==> src/rtl/video_timing_gen_pkg.sv <==
// Shared types, register map and helpers for the raster timing generator.
package video_timing_pkg;

  localparam int CFG_W = 16;

  localparam logic [3:0] REG_HT   = 4'd0;
  localparam logic [3:0] REG_HBS  = 4'd1;
  localparam logic [3:0] REG_HBE  = 4'd2;
  localparam logic [3:0] REG_HSS  = 4'd3;
  localparam logic [3:0] REG_HSE  = 4'd4;
  localparam logic [3:0] REG_VT   = 4'd5;
  localparam logic [3:0] REG_VBS  = 4'd6;
  localparam logic [3:0] REG_VBE  = 4'd7;
  localparam logic [3:0] REG_VSS  = 4'd8;
  localparam logic [3:0] REG_VSE  = 4'd9;
  localparam logic [3:0] REG_VINT = 4'd10;

  // Timing of one axis: last index plus blank and sync windows.
  typedef struct packed {
    logic [CFG_W-1:0] total;
    logic [CFG_W-1:0] bs;
    logic [CFG_W-1:0] be;
    logic [CFG_W-1:0] ss;
    logic [CFG_W-1:0] se;
  } axis_cfg_t;

  // Window membership; S>E wraps around the end of the axis, S==E is empty.
  function automatic logic in_window(input logic [CFG_W-1:0] c,
                                     input logic [CFG_W-1:0] s,
                                     input logic [CFG_W-1:0] e);
    logic r;
    if (s < e) begin
      r = (c >= s) && (c < e);
    end else if (s > e) begin
      r = (c >= s) || (c < e);
    end else begin
      r = 1'b0;
    end
    return r;
  endfunction

  // Keep only the low w bits of a config write.
  function automatic logic [CFG_W-1:0] low_bits(input logic [CFG_W-1:0] d, input int w);
    logic [CFG_W-1:0] m;
    m = ({{(CFG_W-1){1'b0}}, 1'b1} << w) - {{(CFG_W-1){1'b0}}, 1'b1};
    return d & m;
  endfunction

  // Build an axis config from integer parameters.
  function automatic axis_cfg_t make_axis(input int t, input int bs, input int be,
                                          input int ss, input int se);
    axis_cfg_t r;
    r.total = CFG_W'(t);
    r.bs    = CFG_W'(bs);
    r.be    = CFG_W'(be);
    r.ss    = CFG_W'(ss);
    r.se    = CFG_W'(se);
    return r;
  endfunction

endpackage

==> src/rtl/video_timing_gen_if.sv <==
// Configuration port of the timing generator.
interface video_timing_gen_if;
  logic        cfg_we;
  logic [3:0]  cfg_addr;
  logic [15:0] cfg_data;
  logic        cfg_pending;

  modport master (output cfg_we, output cfg_addr, output cfg_data, input cfg_pending);
  modport slave  (input cfg_we, input cfg_addr, input cfg_data, output cfg_pending);
endinterface

==> src/rtl/video_timing_gen_timing_axis.sv <==
// One raster axis: active timing, counter with wrap, windowed blank/sync decode.
// Flags are decoded from the next count against the timing that will govern
// it, so a frame-end load takes effect on the very first position of the frame.
module timing_axis
  import video_timing_pkg::*;
#(
  parameter int        W       = 10,
  parameter axis_cfg_t RST_CFG = '0
) (
  input  logic         clk,
  input  logic         rst,
  input  logic         adv,
  input  logic         load,
  input  axis_cfg_t    shd_cfg,
  output logic [W-1:0] count,
  output logic         wrap,
  output logic         blank,
  output logic         sync
);

  localparam logic BLANK_RST = in_window({CFG_W{1'b0}}, RST_CFG.bs, RST_CFG.be);
  localparam logic SYNC_RST  = in_window({CFG_W{1'b0}}, RST_CFG.ss, RST_CFG.se);

  axis_cfg_t    act_q, act_d;
  logic [W-1:0] count_q, count_d;
  logic         blank_q, blank_d;
  logic         sync_q, sync_d;

  assign wrap  = (CFG_W'(count_q) == act_q.total);
  assign count = count_q;
  assign blank = blank_q;
  assign sync  = sync_q;

  // Next count, next active timing and flags decoded from the next count.
  always_comb begin
    act_d   = act_q;
    count_d = count_q;
    blank_d = blank_q;
    sync_d  = sync_q;
    if (adv) begin
      if (load) begin
        act_d = shd_cfg;
      end else begin
        act_d = act_q;
      end
      if (wrap) begin
        count_d = {W{1'b0}};
      end else begin
        count_d = count_q + {{(W-1){1'b0}}, 1'b1};
      end
      blank_d = in_window(CFG_W'(count_d), act_d.bs, act_d.be);
      sync_d  = in_window(CFG_W'(count_d), act_d.ss, act_d.se);
    end else begin
      act_d   = act_q;
      count_d = count_q;
    end
  end

  // Axis state registers.
  always_ff @(posedge clk or posedge rst) begin
    if (rst) begin
      act_q   <= RST_CFG;
      count_q <= {W{1'b0}};
      blank_q <= BLANK_RST;
      sync_q  <= SYNC_RST;
    end else begin
      act_q   <= act_d;
      count_q <= count_d;
      blank_q <= blank_d;
      sync_q  <= sync_d;
    end
  end

endmodule

==> src/rtl/video_timing_gen.sv <==
// Programmable raster timing generator: shadowed timing registers applied at
// end of frame, H/V axes, frame-start strobe and raster-compare line interrupt.
module video_timing_gen
  import video_timing_pkg::*;
#(
  parameter int HW          = 10,
  parameter int VW          = 9,
  parameter int H_TOTAL_DEF = 511,
  parameter int H_BS_DEF    = 384,
  parameter int H_BE_DEF    = 0,
  parameter int H_SS_DEF    = 416,
  parameter int H_SE_DEF    = 448,
  parameter int V_TOTAL_DEF = 283,
  parameter int V_BS_DEF    = 256,
  parameter int V_BE_DEF    = 16,
  parameter int V_SS_DEF    = 264,
  parameter int V_SE_DEF    = 268,
  parameter int V_INT_DEF   = 511
) (
  input  logic                clk,
  input  logic                reset,
  input  logic                ce_pix,
  video_timing_gen_if.slave   cfg,
  output logic [HW-1:0]       hcount,
  output logic [VW-1:0]       vcount,
  output logic                hblank,
  output logic                vblank,
  output logic                hsync,
  output logic                vsync,
  output logic                frame_start,
  output logic                line_irq
);

  localparam axis_cfg_t H_RST = make_axis(H_TOTAL_DEF, H_BS_DEF, H_BE_DEF, H_SS_DEF, H_SE_DEF);
  localparam axis_cfg_t V_RST = make_axis(V_TOTAL_DEF, V_BS_DEF, V_BE_DEF, V_SS_DEF, V_SE_DEF);
  localparam logic [CFG_W-1:0] VINT_RST = CFG_W'(V_INT_DEF);

  logic             h_wrap, v_wrap, eof, apply;
  logic [VW-1:0]    v_line_nxt;
  logic [CFG_W-1:0] h_wdata, v_wdata;

  axis_cfg_t        h_shd_q, h_shd_d;
  axis_cfg_t        v_shd_q, v_shd_d;
  logic [CFG_W-1:0] vint_q, vint_d;
  logic             pending_q, pending_d;
  logic             frame_start_q, frame_start_d;
  logic             line_irq_q, line_irq_d;

  // End of frame is the pixel edge leaving the last pixel of the last line.
  assign eof   = ce_pix & h_wrap & v_wrap;
  assign apply = eof & pending_q;

  assign h_wdata = low_bits(cfg.cfg_data, HW);
  assign v_wdata = low_bits(cfg.cfg_data, VW);

  timing_axis #(.W(HW), .RST_CFG(H_RST)) u_h_axis (
    .clk    (clk),
    .rst    (reset),
    .adv    (ce_pix),
    .load   (apply),
    .shd_cfg(h_shd_q),
    .count  (hcount),
    .wrap   (h_wrap),
    .blank  (hblank),
    .sync   (hsync)
  );

  timing_axis #(.W(VW), .RST_CFG(V_RST)) u_v_axis (
    .clk    (clk),
    .rst    (reset),
    .adv    (ce_pix & h_wrap),
    .load   (apply),
    .shd_cfg(v_shd_q),
    .count  (vcount),
    .wrap   (v_wrap),
    .blank  (vblank),
    .sync   (vsync)
  );

  // Shadow writes, direct VINT write and pending flag; a write on the apply
  // edge lands after the old shadow was consumed and keeps pending set.
  always_comb begin
    h_shd_d   = h_shd_q;
    v_shd_d   = v_shd_q;
    vint_d    = vint_q;
    pending_d = pending_q;
    if (apply) begin
      pending_d = 1'b0;
    end else begin
      pending_d = pending_q;
    end
    if (cfg.cfg_we) begin
      case (cfg.cfg_addr)
        REG_HT:   begin h_shd_d.total = h_wdata; pending_d = 1'b1; end
        REG_HBS:  begin h_shd_d.bs    = h_wdata; pending_d = 1'b1; end
        REG_HBE:  begin h_shd_d.be    = h_wdata; pending_d = 1'b1; end
        REG_HSS:  begin h_shd_d.ss    = h_wdata; pending_d = 1'b1; end
        REG_HSE:  begin h_shd_d.se    = h_wdata; pending_d = 1'b1; end
        REG_VT:   begin v_shd_d.total = v_wdata; pending_d = 1'b1; end
        REG_VBS:  begin v_shd_d.bs    = v_wdata; pending_d = 1'b1; end
        REG_VBE:  begin v_shd_d.be    = v_wdata; pending_d = 1'b1; end
        REG_VSS:  begin v_shd_d.ss    = v_wdata; pending_d = 1'b1; end
        REG_VSE:  begin v_shd_d.se    = v_wdata; pending_d = 1'b1; end
        REG_VINT: begin vint_d        = v_wdata; end
        default:  begin vint_d        = vint_q;  end
      endcase
    end else begin
      vint_d = vint_q;
    end
  end

  // Strobes for the position the coming pixel edge loads.
  always_comb begin
    frame_start_d = eof;
    line_irq_d    = 1'b0;
    v_line_nxt    = vcount;
    if (v_wrap) begin
      v_line_nxt = {VW{1'b0}};
    end else begin
      v_line_nxt = vcount + {{(VW-1){1'b0}}, 1'b1};
    end
    if (ce_pix && h_wrap) begin
      line_irq_d = (CFG_W'(v_line_nxt) == vint_q);
    end else begin
      line_irq_d = 1'b0;
    end
  end

  // Config and strobe registers.
  always_ff @(posedge clk or posedge reset) begin
    if (reset) begin
      h_shd_q       <= H_RST;
      v_shd_q       <= V_RST;
      vint_q        <= VINT_RST;
      pending_q     <= 1'b0;
      frame_start_q <= 1'b0;
      line_irq_q    <= 1'b0;
    end else begin
      h_shd_q       <= h_shd_d;
      v_shd_q       <= v_shd_d;
      vint_q        <= vint_d;
      pending_q     <= pending_d;
      frame_start_q <= frame_start_d;
      line_irq_q    <= line_irq_d;
    end
  end

  assign cfg.cfg_pending = pending_q;
  assign frame_start     = frame_start_q;
  assign line_irq        = line_irq_q;

endmodule

==> src/flat_wrapper.sv <==
// flat-port wrapper written by rule: the top's interface ports become plain ports
module video_timing_gen_flat import video_timing_pkg::*;
#(
  parameter int HW          = 10,
  parameter int VW          = 9,
  parameter int H_TOTAL_DEF = 511,
  parameter int H_BS_DEF    = 384,
  parameter int H_BE_DEF    = 0,
  parameter int H_SS_DEF    = 416,
  parameter int H_SE_DEF    = 448,
  parameter int V_TOTAL_DEF = 283,
  parameter int V_BS_DEF    = 256,
  parameter int V_BE_DEF    = 16,
  parameter int V_SS_DEF    = 264,
  parameter int V_SE_DEF    = 268,
  parameter int V_INT_DEF   = 511
)
  (clk, reset, ce_pix, hcount, vcount, hblank, vblank, hsync, vsync, frame_start, line_irq, cfg_cfg_we, cfg_cfg_addr, cfg_cfg_data, cfg_cfg_pending);
  video_timing_gen_if cfg_i ();
  input  logic clk;
  input  logic reset;
  input  logic ce_pix;
  output logic [HW-1:0] hcount;
  output logic [VW-1:0] vcount;
  output logic hblank;
  output logic vblank;
  output logic hsync;
  output logic vsync;
  output logic frame_start;
  output logic line_irq;
  input wire logic [$bits(cfg_i.cfg_we)-1:0] cfg_cfg_we;
  input wire logic [$bits(cfg_i.cfg_addr)-1:0] cfg_cfg_addr;
  input wire logic [$bits(cfg_i.cfg_data)-1:0] cfg_cfg_data;
  output wire logic [$bits(cfg_i.cfg_pending)-1:0] cfg_cfg_pending;
  assign cfg_i.cfg_we = cfg_cfg_we;
  assign cfg_i.cfg_addr = cfg_cfg_addr;
  assign cfg_i.cfg_data = cfg_cfg_data;
  assign cfg_cfg_pending = cfg_i.cfg_pending;
  video_timing_gen #(.HW(HW), .VW(VW), .H_TOTAL_DEF(H_TOTAL_DEF), .H_BS_DEF(H_BS_DEF), .H_BE_DEF(H_BE_DEF), .H_SS_DEF(H_SS_DEF), .H_SE_DEF(H_SE_DEF), .V_TOTAL_DEF(V_TOTAL_DEF), .V_BS_DEF(V_BS_DEF), .V_BE_DEF(V_BE_DEF), .V_SS_DEF(V_SS_DEF), .V_SE_DEF(V_SE_DEF), .V_INT_DEF(V_INT_DEF)) u_core (.clk(clk), .reset(reset), .ce_pix(ce_pix), .cfg(cfg_i), .hcount(hcount), .vcount(vcount), .hblank(hblank), .vblank(vblank), .hsync(hsync), .vsync(vsync), .frame_start(frame_start), .line_irq(line_irq));
endmodule
==> config.mk <==
export PLATFORM = sky130hd
export DESIGN_NAME = video_timing_gen_flat
export DESIGN_NICKNAME = d
export VERILOG_FILES = /design/src/rtl/video_timing_gen_pkg.sv /design/src/rtl/video_timing_gen_if.sv /design/src/rtl/video_timing_gen_timing_axis.sv /design/src/rtl/video_timing_gen.sv /design/src/flat_wrapper.sv
export SDC_FILE = /design/constraint.sdc
export NUM_CORES = 1
export LEC_CHECK = 0
export BUFFER_PORTS_ARGS = -buffer_cell sky130_fd_sc_hd__buf_2
export CAP_MARGIN = 20
export CORE_UTILIZATION = 50
export DETAILED_ROUTE_END_ITERATION = 10
export GPL_ROUTABILITY_DRIVEN = 0
export PLACE_DENSITY = 0.72
export SLEW_MARGIN = 20
export SYNTH_ARGS = -nofsm -noshare
export SYNTH_HDL_FRONTEND = slang
export SYNTH_SLANG_ARGS = --single-unit
export TNS_END_PERCENT = 1
==> constraint.sdc <==
create_clock -name clk -period 11.7 [get_ports clk]
set_clock_uncertainty 0.15 [all_clocks]
set_input_delay 1.17 -clock clk [delete_from_list [all_inputs] [get_ports clk]]
set_output_delay 1.17 -clock clk [all_outputs]
set_load 0.01 [all_outputs]
==> flow_metrics.env <==
export IMPL_outcome="complete, no violations"
export IMPL_cts_resized=0
export IMPL_cts_made_buffers=29
export IMPL_required_ns=12.03
export IMPL_ys_seq_area_frac=0.4733
export IMPL_slew_viol_final=0
export IMPL_portBuffers=43
export IMPL_cp_cell_sequence="buf_2 -> inv_1 -> nor4_4 -> buf_4 -> nand2_4 -> buf_4 -> mux2i_1 -> ha_1 -> a21oi_1 -> maj3_1 -> nand3_1 -> and3_1 -> o311ai_1 -> o211ai_1 -> a2bb2oi_1 -> a221o_1"
export IMPL_swShare=0.3522
export IMPL_cp_slowest_cell="buf_4"
export IMPL_placed_area_um2=15430
export IMPL_postLayoutSetupSlackWorst_ns=6.338
export IMPL_min_period_ns=5.362
export IMPL_totalWireLength_um=34130
export IMPL_die_area_um2=30340
export IMPL_first_global_vias=10560
export IMPL_fin_setup_tns_ns=0
export IMPL_grt_pass1_wl_um=56220
export IMPL_num_vias=10480
export IMPL_mostFrequentLayoutCells="nand2_1, dfrtp_1, ha_1"
export IMPL_cp_max_fo=91
export IMPL_final_common_cell="nand2_1"
export IMPL_overflow=0
export IMPL_fmax_ghz=0.1865
export IMPL_grt_max_degree=163
export IMPL_cts_max_path_buffers=3
export IMPL_yosysWarnings=0
export IMPL_clkSinkCount=277
export IMPL_slew_headroom=0.2822
export IMPL_crit_path_frequent_cell="buf_4"
export IMPL_p_clk_frac=0.259
export IMPL_area_growth_pct=10.90
export IMPL_root_buffer="clkbuf_16"
export IMPL_ctsHoldBuffers=0
export IMPL_clkSlewWorstSetupHoldPaths_ns=0.06
export IMPL_drive_gt1_frac=0.1955
export IMPL_num_io_pins=50
export IMPL_rsz0062_at_grt="false"
export IMPL_final_fill_count=2458
export IMPL_track_usage=0.2311
export IMPL_cp_arrival_ns=5.69
export IMPL_synth_cells=1449
export IMPL_core_area_um2=28940
export IMPL_hold_path_class="reg -> reg"
export IMPL_ys_types=65
export IMPL_min_period_over_period=0.4583
export IMPL_cellLeakagePower_nw=8.583
export IMPL_clock_latency_ns=0.55
export IMPL_tightest_slew_ns=1.068
export IMPL_endpoint_kind="flop"
export IMPL_antenna_left=0
export IMPL_ys_ff_latch=277
export IMPL_ir_worst_vdd_mv=0.1564
export IMPL_routed_via_density=5.552
export IMPL_nNetsFinal=1629
export IMPL_cts_max_level=1
export IMPL_synth_edf_count=0
export IMPL_drc=0
export IMPL_hold_viol_final=0
export IMPL_pre_cts_ws_ns=5.874
export IMPL_cts_tree="done"
export IMPL_power_frac_seq=0.360
export IMPL_antennaDiodeCount=0
export IMPL_post_cts_setup_buffers=0
export IMPL_syn_area_um2=14820
export IMPL_synth_ff_type="dfrtp_1"
export IMPL_switchingPower_mw=1.316
export IMPL_hpwl_um=23260
export IMPL_drt_iter0_drc=688
export IMPL_pwr_density_cell_nw_per_um2=227.3
export IMPL_wl_per_cell_um=18.08
export IMPL_setup_viol=0
export IMPL_firstDrtPassIters=5
export IMPL_dieWidth_um=174.2
export IMPL_fin_area_um2=16440
export IMPL_startpoint_type="primary input"
export IMPL_initial_core_util=0.5123
export IMPL_postLayoutCoreUtil=0.5681
export IMPL_rows=62
export IMPL_synthesis_nets=1596
export IMPL_antenna_found_initial=0
export IMPL_slowest_delay_ns=0.49
export IMPL_p_int_mw=2.421
export IMPL_maxCapViolations=0
export IMPL_syn_area_per_cell_um2=10.23
export IMPL_critPathKind="in -> reg"
export IMPL_combPwrFrac=0.380
export IMPL_dieHeight_um=174.2
export IMPL_async_flop_share=1.000
cells in the mapped netlist (all sizes together), types with 11 or more instances:
cell    count  area, µm²
nor3       15      91.34
mux2i      30      300.3
o21ai      40      200.2
a21o       22      165.2
buf        19      81.33
ha        123       1539
dfrtp     209       5230
a21oi      39      195.2
xnor2      31      271.5
nand3      22      110.1
nor4       12      81.33
nor2b      17      106.4
xor2       19      166.4
clkbuf     33      123.9
nand2     275       1032
nand4      26      162.7
nor2       50      187.7
and2       69      431.7
nand2b     11      68.82
mux2      117       1318
dfstp      68       1787
inv       107      401.6
flip-flops by register name, summed over array words and instances, names as in the netlist:
name	cells
u_core.line_irq	1
u_core.u_h_axis.act_q	74
u_core.u_v_axis.blank	1
u_core.frame_start	1
u_core.vint_q	9
u_core.v_shd_q	45
u_core.h_shd_q	50
u_core.u_h_axis.sync	1
u_core.u_v_axis.sync	1
u_core.u_v_axis.act_q	73
u_core.u_h_axis.count	10
u_core.u_h_axis.blank	1
u_core.u_v_axis.count	9
u_core.cfg.cfg_pending	1
per-stage QoR:
stage | std cells | hold slack, ns | power [mW]
2_1_floorplan | 1449 | 0.2825 | 2.382
3_3_place_gp | 1835 | 0.2921 | 2.689
3_5_place_dp | 1835 | 0.2991 | 2.752
4_1_cts | 1888 | 0.2990 | 3.741
5_1_grt | 1888 | 0.3142 | 3.995
6_report | 1888 | 0.2948 | 3.736
kinds of logic (layout without fill, tap and decap cells):
group / after synthesis / after routing / share of synthesized area
compound gates: 155 / 155 / 0.06845
xor+xnor: 50 / 50 / 0.02954
fa+ha+maj: 125 / 125 / 0.1052
buf+inv: 159 / 214 / 0.04094
flops: 277 / 277 / 0.4733
mux: 147 / 147 / 0.1091
simple gates: 536 / 536 / 0.1734
layout make-up:
type	instances	area (µm²)	share of cell area
repair buffers	54	310.3	0.01888
clock buffers	47	873.3	0.05312
flip-flops and latches	277	7017	0.4268
clock inverters	6	132.6	0.008068
inverters	107	409.1	0.02489
multi-input cells	1013	7217	0.4390
well taps	384	480.5	0.02923
path summary, 6_finish.rpt:
kind / start / endpoint / slack, ns / depth (start not counted)
worst max-delay path: ce_pix / u_core.u_v_axis.sync$_DFFE_PP0P_ / 6.34 / 16
worst min-delay path: u_core.v_shd_q[68]$_DFFE_PP1P_ / u_core.u_v_axis.act_q[68]$_DFFE_PP1P_ / 0.29 / 2
worst max register to register: u_core.u_v_axis.act_q[67]$_DFFE_PP1P_ / u_core.u_v_axis.sync$_DFFE_PP0P_ / 6.43 / 15
worst min register to register: u_core.v_shd_q[68]$_DFFE_PP1P_ / u_core.u_v_axis.act_q[68]$_DFFE_PP1P_ / 0.29 / 2
max in group asynchronous: reset / u_core.v_shd_q[7]$_DFFE_PP0P_ / 9.48 / 3
min in group asynchronous: reset / u_core.h_shd_q[20]$_DFFE_PP0P_ / 0.58 / 2
worst max-delay path: cells and delay by family:
| family | cells | cell delay (ns) |
|---|---|---|
| AO/OA/AOI/OAI | 5 | 1.07 |
| adder cells (fa/ha/maj) | 2 | 0.54 |
| buffers and inverters | 4 | 1.39 |
| multiplexers | 1 | 0.45 |
| AND/OR/NAND/NOR | 4 | 0.96 |
power by group through the flow:
stage	clock network (mW)	registers [mW]	logic, mW
2_1_floorplan	0	1.32	1.06
3_3_place_gp	0	1.35	1.34
3_5_place_dp	0	1.36	1.39
4_1_cts	0.988	1.34	1.41
5_1_grt	1.02	1.37	1.60
6_report	0.969	1.35	1.42
routing by layer:
layer,GRT usage,part of all wire,vias to the layer above
met1,0.3146,0.46,5166
met4,0.05738,0.026,0
met5,0,0,-
met3,0.02603,0.042,64
li1,-,-,5001
met2,0.3928,0.48,252
Note: power is estimated with default switching activity, not from simulation.
